[config.mk]
export PLATFORM = sky130hd
export DESIGN_NAME = fdiv
export DESIGN_NICKNAME = d
export VERILOG_FILES = /design/src/rtl/fp_pkg.sv /design/src/rtl/fp_classify.sv /design/src/rtl/fdiv.sv
export SDC_FILE = /design/constraint.sdc
export NUM_CORES = 1
export LEC_CHECK = 0
export BUFFER_PORTS_ARGS = -buffer_cell sky130_fd_sc_hd__buf_2
export CAP_MARGIN = 0
export CORE_MARGIN = 1.5
export CORE_UTILIZATION = 55
export DETAILED_ROUTE_END_ITERATION = 10
export GPL_ROUTABILITY_DRIVEN = 1
export PLACE_DENSITY = 0.76
export SETUP_SLACK_MARGIN = 0.02
export SYNTH_ARGS = -nofsm -noshare
export SYNTH_HDL_FRONTEND = slang
export SYNTH_SLANG_ARGS = --single-unit
[constraint.sdc]
create_clock -name clk -period 6.6 [get_ports clk]
set_input_delay 1.65 -clock clk [delete_from_list [all_inputs] [get_ports clk]]
set_output_delay 1.65 -clock clk [all_outputs]
set_load 0.01 [all_outputs]
[src/rtl/fp_pkg.sv]
// Shared binary32 constants and the fdiv state encoding.
package fp_pkg;

  localparam int unsigned FP_EXP_BIAS = 127;
  localparam logic [31:0] FP_QNAN     = 32'h7FC00000;
  localparam logic [31:0] FP_POS_INF  = 32'h7F800000;
  localparam int unsigned FDIV_ITERS  = 26;

  typedef enum logic [1:0] {
    IDLE,
    CALC,
    ROUND,
    DONE
  } fdiv_state_e;

endpackage

[src/rtl/fp_classify.sv]
// Classifies a binary32 operand; subnormals are reported as zero (flush-to-zero).
module fp_classify (
  input  logic [31:0] x,
  output logic        sign,
  output logic        is_zero,
  output logic        is_inf,
  output logic        is_nan,
  output logic        is_norm
);

  logic [7:0] exp_f;
  logic       man_nz;

  always_comb begin
    exp_f   = x[30:23];
    man_nz  = |x[22:0];
    sign    = x[31];
    is_zero = (exp_f == 8'h00);
    is_inf  = (exp_f == 8'hFF) && !man_nz;
    is_nan  = (exp_f == 8'hFF) && man_nz;
    is_norm = (exp_f != 8'h00) && (exp_f != 8'hFF);
  end

endmodule

[src/rtl/fdiv.sv]
// binary32 divider: restoring division, one quotient bit per cycle, RNE rounding.
module fdiv
  import fp_pkg::*;
(
  input  logic        clk,
  input  logic        rst_n,
  input  logic        in_valid,
  output logic        in_ready,
  input  logic [31:0] a,
  input  logic [31:0] b,
  output logic        out_valid,
  input  logic        out_ready,
  output logic [31:0] out
);

  fdiv_state_e state_q, state_d;

  logic [24:0]       rem_q;
  logic [25:0]       quo_q;
  logic signed [9:0] exp_q;
  logic              sign_q;
  logic [4:0]        cnt_q;
  logic [31:0]       result_q;
  logic [22:0]       b_man_q;

  logic a_sign, a_zero, a_inf, a_nan, a_norm;
  logic b_sign, b_zero, b_inf, b_nan, b_norm;
  logic accept, special, last_iter;
  logic [31:0] spec_res;

  fp_classify u_cls_a (
    .x       (a),
    .sign    (a_sign),
    .is_zero (a_zero),
    .is_inf  (a_inf),
    .is_nan  (a_nan),
    .is_norm (a_norm)
  );

  fp_classify u_cls_b (
    .x       (b),
    .sign    (b_sign),
    .is_zero (b_zero),
    .is_inf  (b_inf),
    .is_nan  (b_nan),
    .is_norm (b_norm)
  );

  assign accept    = in_valid & in_ready;
  assign special   = !(a_norm & b_norm);
  assign last_iter = (cnt_q == 5'(FDIV_ITERS - 1));
  assign out       = result_q;

  always_comb begin
    if (a_nan || b_nan) begin
      spec_res = FP_QNAN;
    end else if ((a_inf && b_inf) || (a_zero && b_zero)) begin
      spec_res = FP_QNAN;
    end else if (a_inf || b_zero) begin
      spec_res = {a_sign ^ b_sign, FP_POS_INF[30:0]};
    end else begin
      spec_res = {a_sign ^ b_sign, 31'd0};
    end
  end

  // One restoring step: subtract the divisor when it fits, then shift.
  logic [23:0] divisor;
  logic        rem_ge;
  logic [23:0] rem_sub;

  always_comb begin
    divisor = {1'b1, b_man_q};
    rem_ge  = (rem_q >= {1'b0, divisor});
    rem_sub = rem_ge ? 24'(rem_q - {1'b0, divisor}) : rem_q[23:0];
  end

  logic              q_norm, guard, sticky;
  logic [23:0]       mant;
  logic [24:0]       mant_rnd;
  logic signed [9:0] exp_adj, exp_fin;
  logic [22:0]       frac;
  logic [31:0]       round_res;

  always_comb begin
    q_norm   = quo_q[25];
    mant     = q_norm ? quo_q[25:2] : quo_q[24:1];
    guard    = q_norm ? quo_q[1] : quo_q[0];
    sticky   = (q_norm & quo_q[0]) | (|rem_q);
    exp_adj  = q_norm ? exp_q : exp_q - 10'sd1;
    mant_rnd = {1'b0, mant} + {24'd0, guard & (sticky | mant[0])};
    exp_fin  = mant_rnd[24] ? exp_adj + 10'sd1 : exp_adj;
    frac     = mant_rnd[24] ? mant_rnd[23:1] : mant_rnd[22:0];
    if (exp_fin >= 10'sd255) begin
      round_res = {sign_q, FP_POS_INF[30:0]};
    end else if (exp_fin <= 10'sd0) begin
      round_res = {sign_q, 31'd0};
    end else begin
      round_res = {sign_q, exp_fin[7:0], frac};
    end
  end

  always_ff @(posedge clk) begin
    if (!rst_n) begin
      state_q <= IDLE;
    end else begin
      state_q <= state_d;
    end
  end

  always_comb begin
    state_d = state_q;
    unique case (state_q)
      IDLE:    if (accept) state_d = special ? DONE : CALC;
      CALC:    if (last_iter) state_d = ROUND;
      ROUND:   state_d = DONE;
      DONE:    if (out_ready) state_d = IDLE;
      default: state_d = IDLE;
    endcase
  end

  always_comb begin
    in_ready  = (state_q == IDLE);
    out_valid = (state_q == DONE);
  end

  always_ff @(posedge clk) begin
    if (!rst_n) begin
      rem_q    <= '0;
      quo_q    <= '0;
      exp_q    <= '0;
      sign_q   <= 1'b0;
      cnt_q    <= '0;
      result_q <= '0;
      b_man_q  <= '0;
    end else begin
      unique case (state_q)
        IDLE: begin
          if (accept) begin
            cnt_q <= '0;
            if (special) begin
              result_q <= spec_res;
            end else begin
              rem_q   <= {2'b01, a[22:0]};
              quo_q   <= '0;
              exp_q   <= {2'b00, a[30:23]} - {2'b00, b[30:23]} + 10'(FP_EXP_BIAS);
              sign_q  <= a_sign ^ b_sign;
              b_man_q <= b[22:0];
            end
          end
        end
        CALC: begin
          rem_q <= {rem_sub, 1'b0};
          quo_q <= {quo_q[24:0], rem_ge};
          cnt_q <= cnt_q + 5'd1;
        end
        ROUND:   result_q <= round_res;
        DONE:    ;
        default: ;
      endcase
    end
  end

endmodule
==> flow_summary.json <==
{
  "via_per_inst": 6.066,
  "finalCritPeriodShare_pct": 70.58,
  "syn_avg_cell_area_um2": 7.444,
  "status": "complete, no violations",
  "hold_path.class": "flop to flop",
  "drc_errors": 0,
  "cp_max_fo": 42,
  "grt_pass1_wl_mm": 40.32,
  "cts_hold_buffers": 0,
  "yosys.area.top_type": "dfxtp_1",
  "synth_ff_type": "dfxtp_1",
  "grt_pass1_vias": 8104,
  "r2r_start": "quo_q[25]$_SDFFE_PN0P_",
  "clockBufferDepth": 2,
  "numClockSinks": 124,
  "post_cts.repair.setup_buffers": 0,
  "critPathLaunchType": "flop",
  "drive_gt1_share_pct": 13.38,
  "hold_depth": 2,
  "setup_viol": 0,
  "ant_nets": 0,
  "rrSetupSlack_ns": 1.94,
  "drt_iter0_drc": 855,
  "num_rows": 45,
  "synth_common_cells": "nand2_1, dfxtp_1, a21oi_1",
  "fin_util_pct": 63.83,
  "whs_endpoint": "b_man_q[3]$_SDFFE_PN0P_",
  "fp.dieW_um": 129.0,
  "async_flop_share_pct": 0,
  "clock.fmax_ghz": 0.2147,
  "synth_cell_types": 71,
  "max_cap_viol_count": 0,
  "synth-seq-area-share_pct": 28.45,
  "insertion_delay_ns": 0.43,
  "io_pins": 102,
  "grt_usage_pct": 30.31,
  "antenna_found_initial": 0,
  "yosysMostFrequentCell": "nand2_1",
  "cts_tree": "yes",
  "diodes": 0,
  "synth_edf_count": 0,
  "first_pass_iters": 6,
  "endpoint_kind": "flop",
  "leakagePower_nw": 3.752,
  "routed_wl_mm": 24.33,
  "root_buffer": "clkbuf_16",
  "initial_core_util_pct": 56.76,
  "synth_area_leaders": "dfxtp_1, a21oi_1, nand2_1, ha_1, o21ai_0",
  "io_buffers": 101,
  "coreArea_um2": 15370,
  "gp_congestion": 0.9258,
  "tightest_slew_ns": 1.127,
  "final_nets": 1340,
  "htreeDepth": 4,
  "syn_inst": 1172,
  "fp.dieH_um": 129.0,
  "fillCellCount": 1397,
  "yosysTopAreaCellShare_pct": 28.45,
  "r2r_end": "out[17]$_SDFFE_PN0P_",
  "ys_ff_latch": 124,
  "wl_per_cell_um": 16.76,
  "crit_type": "flop to flop",
  "cts.clk_slew.worst_paths_ns": 0.06,
  "critPathArrivalTime_ns": 5.03,
  "timing.reg2reg.worst_path_depth": 13,
  "die-area_um2": 16630,
  "dp_hpwl_mm": 17.57,
  "ir_drop_mv": 0.2566,
  "period_minus_slack_ns": 4.658,
  "areaGrowthSynthToFinish_pct": 12.46,
  "cts-buffers-inserted": 17,
  "via_count": 8808,
  "synth_nets": 1283,
  "grt-ovfl-total": 0,
  "slew_violations": 0,
  "hp-start": "b_man_q[3]$_SDFFE_PN0P_",
  "post_cts_resized": 0,
  "finClkSkew_ns": 0.007014,
  "hold_viol": 0,
  "grt_max_degree": 76,
  "slew_headroom_pct": 24.79,
  "rsz0062_at_grt": "no",
  "power_density_nw_per_um2": 433.7,
  "ys_warn_count": 0,
  "final.setup.tns_ns": 0,
  "syn_area_um2": 8725,
  "required_ns": 6.97
}
cell families (layout without fill, tap and decap cells):
| family | after synthesis | in the layout | share of synthesized area (%) |
|---|---|---|---|
| mux | 20 | 20 | 2.338 |
| fa+ha+maj | 43 | 43 | 6.339 |
| simple gates | 448 | 448 | 25.57 |
| buf+inv | 139 | 208 | 6.367 |
| xor+xnor | 56 | 56 | 5.622 |
| flops | 124 | 124 | 28.45 |
| compound gates | 342 | 342 | 25.31 |
layer usage:
metal  track usage (%)  part of all wire, %
met1             41.08                   46
met3             5.738                  6.3
met5                 0                    0
met4             8.460                  1.5
met2             49.32                   46
sequential cells by signal, summed over array words and instances (netlist names):
register,flops
out,32
b_man_q,23
exp_q,10
cnt_q,5
state_q,2
rem_q,25
quo_q,26
sign_q,1
where the power goes:
group	switching, mW	internal, mW	total (mW)
logic	1.51	0.857	2.36
registers	0.158	0.880	1.04
clock network	0.346	0.509	0.854
worst max-delay path, stage by stage (launching register included):
cell       delay [ns]
dfxtp_2          0.53
buf_4            0.48
nand2_1          0.13
a21boi_0         0.19
ha_1             0.21
nand2_1          0.11
a2111oi_4        0.57
nand4_4          0.36
nor4_1           0.41
mux2i_1          0.29
xor2_1           0.17
nor4_4           0.60
and2_1           0.35
a22o_1           0.18
through the flow:
| step | cells | hold WS, ns | setup slack (ns) | power (mW) | cell area (µm²) |
|---|---|---|---|---|---|
| after floorplan | 1172 | 0.4363 | 1.799 | 2.816 | 8725 |
| after global placement | 1421 | 0.4355 | 2.109 | 3.327 | 9279 |
| after detailed placement | 1421 | 0.4472 | 2.015 | 3.348 | 9279 |
| after CTS | 1452 | 0.4547 | 1.974 | 4.211 | 9812 |
| after global routing | 1452 | 0.4736 | 1.467 | 4.568 | 9812 |
| final | 1452 | 0.4541 | 1.942 | 4.256 | 9812 |
cell type report:
type	count	area (µm²)	area share [%]
timing repair buffer	111	580.6	5.917
sequential	124	2484	25.31
clock inverter	13	103.9	1.058
tap	211	264.0	2.691
inverter	66	247.7	2.525
multi-input combinational	909	5703	58.12
clock buffer	18	429.2	4.374
cell usage in the layout (no fill, tap or decap), types with 14 or more instances in the layout:
master     count
o211ai_1      26
nand4_1       18
or3_1         14
ha_1          40
nand2_1      147
o21ai_0       70
buf_2        101
nor3_1        44
nor2_1        70
dfxtp_1      123
a22o_1        15
a211oi_1      16
xor2_1        21
clkbuf_16     17
o31ai_1       15
a21oi_1      114
nor4_1        21
nand3_1       68
mux2i_1       17
xnor2_1       35
inv_1         64
worst max path at each step:
stage	startpoint	endpoint	slack [ns]	cells after the start
2_1_floorplan	quo_q[25]$_SDFFE_PN0P_	out[17]$_SDFFE_PN0P_	1.80	18
4_1_cts	quo_q[25]$_SDFFE_PN0P_	out[17]$_SDFFE_PN0P_	1.97	13
5_1_grt	quo_q[25]$_SDFFE_PN0P_	out[3]$_SDFFE_PN0P_	1.47	13
3_3_place_gp	b[27]	rem_q[20]$_SDFFE_PN0P_	2.11	10
3_5_place_dp	b[28]	rem_q[20]$_SDFFE_PN0P_	2.02	10
6_report	quo_q[25]$_SDFFE_PN0P_	out[17]$_SDFFE_PN0P_	1.94	13
(Power assumes the default switching activity.)
